## src/rtl/alu_issue_pkg.sv

```systemverilog
// Shared constants and state type for the ALU issue/writeback controller.
package alu_issue_pkg;

  localparam logic [2:0] FN_ADD   = 3'd0;
  localparam logic [2:0] FN_SUB   = 3'd1;
  localparam logic [2:0] FN_AND   = 3'd2;
  localparam logic [2:0] FN_OR    = 3'd3;
  localparam logic [2:0] FN_NOR   = 3'd4;
  localparam logic [2:0] FN_XOR   = 3'd5;
  localparam logic [2:0] FN_SLT   = 3'd6;
  localparam logic [2:0] FN_PASSB = 3'd7;

  localparam logic [5:0] OP_RTYPE      = 6'b000000;
  localparam logic [2:0] OP_IMM_PREFIX = 3'b001;

  typedef enum logic [1:0] {IDLE, DECODE, EXEC, WB} state_t;

endpackage

```

## src/rtl/alu_regfile.sv

```systemverilog
// NREGS x SIZE register file: rs/rt/debug read ports, one write port, r0 fixed at zero.
module alu_regfile #(
  parameter int SIZE  = 32,
  parameter int NREGS = 32
) (
  input  logic            clk,
  input  logic            rst,
  input  logic [4:0]      rs_addr,
  input  logic [4:0]      rt_addr,
  input  logic [4:0]      dbg_addr,
  output logic [SIZE-1:0] rs_data,
  output logic [SIZE-1:0] rt_data,
  output logic [SIZE-1:0] dbg_data,
  input  logic            we,
  input  logic [4:0]      waddr,
  input  logic [SIZE-1:0] wdata
);

  localparam int AW = $clog2(NREGS);

  logic [NREGS-1:0][SIZE-1:0] mem;
  logic [AW-1:0]              wa;

  // Upper address bits are dropped so out-of-range addresses alias.
  assign wa = waddr[AW-1:0];

  // mem[0] is never written, so it reads zero after reset.
  always_ff @(posedge clk) begin
    if (rst)
      mem <= '0;
    else if (we && wa != '0)
      mem[wa] <= wdata;
  end

  assign rs_data  = mem[rs_addr[AW-1:0]];
  assign rt_data  = mem[rt_addr[AW-1:0]];
  assign dbg_data = mem[dbg_addr[AW-1:0]];

endmodule

```

## src/rtl/alu_issue_unit.sv

```systemverilog
// Multi-cycle issue/writeback controller in front of a combinational ALU.
// Define ALU_ISSUE_IMM_EN to compile in I-type (sign-extended immediate) decode.
module alu_issue_unit
  import alu_issue_pkg::*;
#(
  parameter int SIZE  = 32,
  parameter int NREGS = 32
) (
  input  logic            clk,
  input  logic            rst,
  input  logic            instr_valid,
  output logic            instr_ready,
  input  logic [31:0]     instr,
  output logic [SIZE-1:0] alu_a,
  output logic [SIZE-1:0] alu_b,
  output logic [2:0]      alu_func,
  input  logic [SIZE-1:0] alu_out,
  input  logic            alu_zero,
  output logic            done,
  output logic [SIZE-1:0] result,
  output logic            zero,
  output logic            illegal,
  input  logic            dbg_we,
  input  logic [4:0]      dbg_addr,
  input  logic [SIZE-1:0] dbg_wdata,
  output logic [SIZE-1:0] dbg_rdata
);

  state_t          state, state_nx;
  logic [31:0]     instr_q;
  logic [4:0]      dest_q;
  logic            legal_q;
  logic [SIZE-1:0] alu_res_q;
  logic            alu_zero_q;

  logic [SIZE-1:0] rs_data, rt_data;
  logic            dec_legal;
  logic [2:0]      dec_func;
  logic [4:0]      dec_dest;
  logic [SIZE-1:0] dec_b;

  logic            rf_we;
  logic [4:0]      rf_waddr;
  logic [SIZE-1:0] rf_wdata;

  always_comb begin
    dec_legal = (instr_q[31:26] == OP_RTYPE);
    dec_func  = instr_q[2:0];
    dec_dest  = instr_q[15:11];
    dec_b     = rt_data;
`ifdef ALU_ISSUE_IMM_EN
    if (instr_q[31:29] == OP_IMM_PREFIX) begin
      dec_legal = 1'b1;
      dec_func  = instr_q[28:26];
      dec_dest  = instr_q[20:16];
      dec_b     = {{(SIZE-16){instr_q[15]}}, instr_q[15:0]};
    end
`endif
  end

`ifndef ALU_ISSUE_IMM_EN
  logic unused_instr;
  assign unused_instr = ^instr_q[10:3];
`endif

  always_ff @(posedge clk) begin
    if (rst) state <= IDLE;
    else     state <= state_nx;
  end

  always_comb begin
    state_nx    = state;
    instr_ready = (state == IDLE);
    case (state)
      IDLE:    if (instr_valid) state_nx = DECODE;
      DECODE:  state_nx = dec_legal ? EXEC : WB;
      EXEC:    state_nx = WB;
      WB:      state_nx = IDLE;
      default: state_nx = IDLE;
    endcase
  end

  always_ff @(posedge clk) begin
    if (rst) begin
      instr_q    <= '0;
      dest_q     <= '0;
      legal_q    <= 1'b0;
      alu_a      <= '0;
      alu_b      <= '0;
      alu_func   <= '0;
      alu_res_q  <= '0;
      alu_zero_q <= 1'b0;
      done       <= 1'b0;
      result     <= '0;
      zero       <= 1'b0;
      illegal    <= 1'b0;
    end else begin
      done <= 1'b0;
      if (state == IDLE && instr_valid)
        instr_q <= instr;
      // Operands stay put until the next DECODE so the ALU inputs are stable.
      if (state == DECODE) begin
        alu_a    <= rs_data;
        alu_b    <= dec_b;
        alu_func <= dec_func;
        dest_q   <= dec_dest;
        legal_q  <= dec_legal;
      end
      if (state == EXEC) begin
        alu_res_q  <= alu_out;
        alu_zero_q <= alu_zero;
      end
      if (state == WB) begin
        done    <= 1'b1;
        result  <= legal_q ? alu_res_q : '0;
        zero    <= legal_q & alu_zero_q;
        illegal <= ~legal_q;
      end
    end
  end

  // WB and debug writes live in disjoint states, so a simple mux suffices.
  always_comb begin
    rf_we    = (state == WB && legal_q) || (state == IDLE && dbg_we);
    rf_waddr = (state == WB) ? dest_q : dbg_addr;
    rf_wdata = (state == WB) ? alu_res_q : dbg_wdata;
  end

  alu_regfile #(.SIZE(SIZE), .NREGS(NREGS)) u_rf (
    .clk      (clk),
    .rst      (rst),
    .rs_addr  (instr_q[25:21]),
    .rt_addr  (instr_q[20:16]),
    .dbg_addr (dbg_addr),
    .rs_data  (rs_data),
    .rt_data  (rt_data),
    .dbg_data (dbg_rdata),
    .we       (rf_we),
    .waddr    (rf_waddr),
    .wdata    (rf_wdata)
  );

endmodule

```

## config.mk

```make
export PLATFORM = sky130hd
export DESIGN_NAME = alu_issue_unit
export DESIGN_NICKNAME = d
export VERILOG_FILES = /design/src/rtl/alu_issue_pkg.sv /design/src/rtl/alu_regfile.sv /design/src/rtl/alu_issue_unit.sv
export SDC_FILE = /design/constraint.sdc
export NUM_CORES = 2
export LEC_CHECK = 0
export BUFFER_PORTS_ARGS = -buffer_cell sky130_fd_sc_hd__buf_4
export CELL_PAD_IN_SITES_DETAIL_PLACEMENT = 0
export CELL_PAD_IN_SITES_GLOBAL_PLACEMENT = 2
export CORE_MARGIN = 1
export CORE_UTILIZATION = 42
export CTS_BUF_LIST = sky130_fd_sc_hd__clkbuf_4 sky130_fd_sc_hd__clkbuf_8
export DETAILED_ROUTE_END_ITERATION = 8
export HOLD_SLACK_MARGIN = 0.15
export PLACE_DENSITY_LB_ADDON = 0.2
export SYNTH_ARGS = -nofsm -noshare
export SYNTH_HDL_FRONTEND = slang
export SYNTH_SLANG_ARGS = --single-unit
```

## constraint.sdc

```tcl
create_clock -name clk -period 2.8 [get_ports clk]
set_input_delay 0.28 -clock clk [delete_from_list [all_inputs] [get_ports clk]]
set_output_delay 0.28 -clock clk [all_outputs]
set_load 0.02 [all_outputs]
```

==> metrics.csv <==
stage,metric,value,unit
run_status,outcome,"complete, but fails checks",
run_status,violations,negative setup slack,
clock_network,h-tree-depth,4,
floorplan,die-area,159000,sq um
clock_network,root_buffer,clkbuf_8,
finish,drive_gt1_share,28.56,%
pwr,ir_worst_vdd,0.5714,mV
logic_synthesis,synth_cell_types,51,
finish,final_cells,9408,
hold_path,hold_start,dbg_we,
timing,hold_ws,0.2508,ns
global_routing,grt_use_met2,49.83,%
timing,worst_slack,-0.2696,ns
pwr,p_leak,26.19,nW
clock_network,clk_pin_slew,0.06,ns
worst_setup_path,rrSetupSlack,0.13,ns
placement,dp_cells,8614,
clock_network,max-clock-path-buffers,3,
finish,area_delta_synth_final,23.69,%
floorplan,dieWidth,398.8,um
pwr,power_frac_comb,30.7,%
timing,slew_viol_final,0,
timing,rsz0062_at_grt,yes,
hold_path,hold_end,u_rf.mem[951],
floorplan,io_pins,241,
pwr,p_sw_share,34.78,%
placement,postPlaceCellArea,72800,sq um
global_routing,grt-ovfl-total,0,
worst_setup_path,worstPathMaxFanout,4,
finish,final_cell_area,81790,sq um
routing,vias,58150,
worst_setup_path,path_class,flop to output port,
worst_setup_path,r2r_start,state[1],
timing,hold_viol_final,0,
timing,worst_pin_slew,0.9798,ns
worst_setup_path,rr_endpoint,instr_q[22],
placement,place_congestion,0.8553,
worst_setup_path,rr_worst_depth,9,
global_routing,grt.busiest_layer,met2,
routing,drtPass1Iterations,6,
routing,wirelength,259.4,mm
global_routing,met3_usage,4.718,%
global_routing,grt_pass1_wl,379.0,mm
routing,drt_iter0_markers,5317,
logic_synthesis,synth_cells,6732,
job,cap_violations,0,
worst_setup_path,arrival,2.79,ns
floorplan,start_util,42.33,%
global_routing,grt_pass1_vias,56220,
logic_synthesis,postSynthAreaPerCell,9.822,sq um
logic_synthesis,yosys_warnings,0,
placement,place_ws,0.07249,ns
routing,route.detailed.drc,0,
global_routing,grt_max_degree,102,
placement,portBuffers,232,
clock_network,insertion_delay,0.97,ns
timing,fmax,325.8,MHz
timing,slew_headroom,34.68,%
worst_setup_path,cp-end-kind,output port,
timing,skew,0.03986,ns
worst_setup_path,start_kind,flop,
global_routing,track_usage,31.80,%
pwr,seq_power_share,35.5,%
hold_path,min_path_cells,6,
pwr,p_per_area,644.1,nW/um^2
clock_network,cts_tree,yes,
routing,ant_nets,0,
pwr,clkPwrFrac,33.8,%
floorplan,fp.dieH,398.8,um
floorplan,fp.coreArea,156200,sq um
logic_synthesis,syn-cell-area,66120,sq um
clock_network,cts-buffers-inserted,218,
placement,hpwl,154.8,mm
timing,setup_viol_count_final,32,
hold_path,min_path_type,primary input to flop,
timing,finalSetupTns,-5.868,ns
timing,period_minus_slack,3.070,ns
logic_synthesis,syn-num-nets,6843,
logic_synthesis,ys_seq_elements,1191,
clock_network,cts.sinks,1191,
pwr,p_int,0.03436,W
worst_setup_path,critPathRequiredTime,2.52,ns
pwr,power_switching,0.01832,W
routing,wl_per_cell,27.57,um
logic_synthesis,synth-seq-area-share,36.06,%
global_routing,antenna_found_initial,3,
routing,viasPerCell,6.180,
floorplan,fp-row-count,145,
finish,nets,7293,
global_routing,grt_use_met1,44.55,%
timing,fin_crit_sh,109.6,%
synth_stat cells (all sizes together):
cell | n | area share, %
o22a | 1 | 0.013
nand2b | 9 | 0.085
buf | 284 | 2.7
nand2 | 55 | 0.31
a22oi | 512 | 5.8
mux2i | 1100 | 17
inv | 7 | 0.040
o21ai | 3 | 0.023
a21o | 1 | 0.011
nand3 | 3 | 0.023
ha | 5 | 0.095
dfxtp | 1191 | 36
and4b | 1 | 0.015
and2 | 6 | 0.057
or2 | 2 | 0.019
a32oi | 2 | 0.055
clkbuf | 504 | 2.9
a21oi | 319 | 2.4
nor2 | 1142 | 6.5
a211oi | 1063 | 13
a31oi | 3 | 0.083
or4 | 64 | 0.73
nand3b | 1 | 0.011
nor3 | 21 | 0.46
nor4b | 2 | 0.026
nand4b | 1 | 0.013
nor3b | 2 | 0.030
mux4 | 320 | 11
o221ai | 1 | 0.013
nor2b | 69 | 0.65
a2bb2oi | 1 | 0.040
nand4 | 2 | 0.042
o32a | 1 | 0.015
mux2 | 33 | 0.56
and4bb | 1 | 0.019
routing by layer:
layer  wire length [um]  share of wire [%]
met1             117300                 45
met2             116500                 45
met3              17020                6.6
met4               8633                3.3
met5                  0                  0
critical path, stage by stage (launching register included):
cell and delay [ns]:
dfxtp_1 0.34, mux4_2 0.48, mux4_2 0.52, mux2_4 0.34, buf_6 0.15
layout by cell type (no fill, tap or decap), drive strengths merged, types with 2 or more instances in the layout:
cell type	instances
a21oi	319
nor2	1142
dlygate4sd3	208
clkbuf	350
or2	2
mux4	320
nand4	2
nand3	3
a31oi	3
a211oi	1063
a22oi	512
a32oi	2
nor3	21
nor2b	69
buf	810
nand2	55
o21ai	3
ha	5
bufinv	3
clkinvlp	5
nor3b	2
nand2b	9
dfxtp	1191
nor4b	2
clkinv	19
inv	13
mux2	33
and2	6
mux2i	1100
diode	5
or4	64
cell families (layout without fill, tap and decap cells):
group	Yosys count	count (layout)	share of synthesized area, %
other cells	0	5	0
compound gates	1907	1907	21.11
flops	1191	1191	36.06
simple gates	1381	1381	8.982
mux	1453	1453	28.11
fa+ha+maj	5	5	0.09461
buf+inv	795	1408	5.639
state kept, by name, indices dropped and copies added, names as in the netlist:
register	cells
u_rf.mem	1024
alu_a	32
alu_b	32
alu_res_q	32
result	32
instr_q	24
dest_q	5
alu_func	3
state	2
alu_zero_q	1
done	1
illegal	1
legal_q	1
zero	1
power groups by stage:
stage | clock network, W | logic [W] | registers [W]
CTS | 0.0181 | 0.0160 | 0.0187
global route | 0.0189 | 0.0170 | 0.0188
detailed placement | 0 | 0.0154 | 0.0190
floorplan | 0 | 0.00892 | 0.0192
finish | 0.0178 | 0.0162 | 0.0187
global placement | 0 | 0.0154 | 0.0190
cell type report:
cell class                 instances  area (sq um)
timing repair buffer            1018         10960
clock inverter                    33         292.8
tap                             2058          2575
sequential                      1191         24370
multi-input combinational       4746         39220
inverter                           7         31.28
antenna                            5         12.51
clock buffer                     350          4329
fill                           14010         74420
timing repair:
| item | CTS | global route |
|---|---|---|
| hold buffers | 208 | 0 |
| endpoints found under the hold margin | 1140 | 0 |
| endpoints found under the setup margin | 32 | 93 |
| gates resized for setup | 374 | 100 |
| buffers inserted | 172 | 26 |
through the flow:
step	power, W	utilization, %
2_1_floorplan	0.02816	-
3_3_place_gp	0.03436	46.61
3_5_place_dp	0.03448	46.61
4_1_cts	0.05278	52.13
5_1_grt	0.05469	52.36
6_report	0.05268	52.36
worst max-delay path by stage:
stage                   startpoint       endpoint  slack, ns  cells after the start
floorplan              dbg_addr[1]  dbg_rdata[11]       0.28                      6
global route         u_rf.mem[758]  dbg_rdata[22]      -0.31                      4
global placement       dbg_addr[0]   dbg_rdata[9]       0.07                      7
CTS                  u_rf.mem[758]  dbg_rdata[22]      -0.33                      4
finish              u_rf.mem[1014]  dbg_rdata[22]      -0.27                      4
detailed placement     dbg_addr[0]  dbg_rdata[15]       0.07                      7
(Power assumes the default switching activity.)
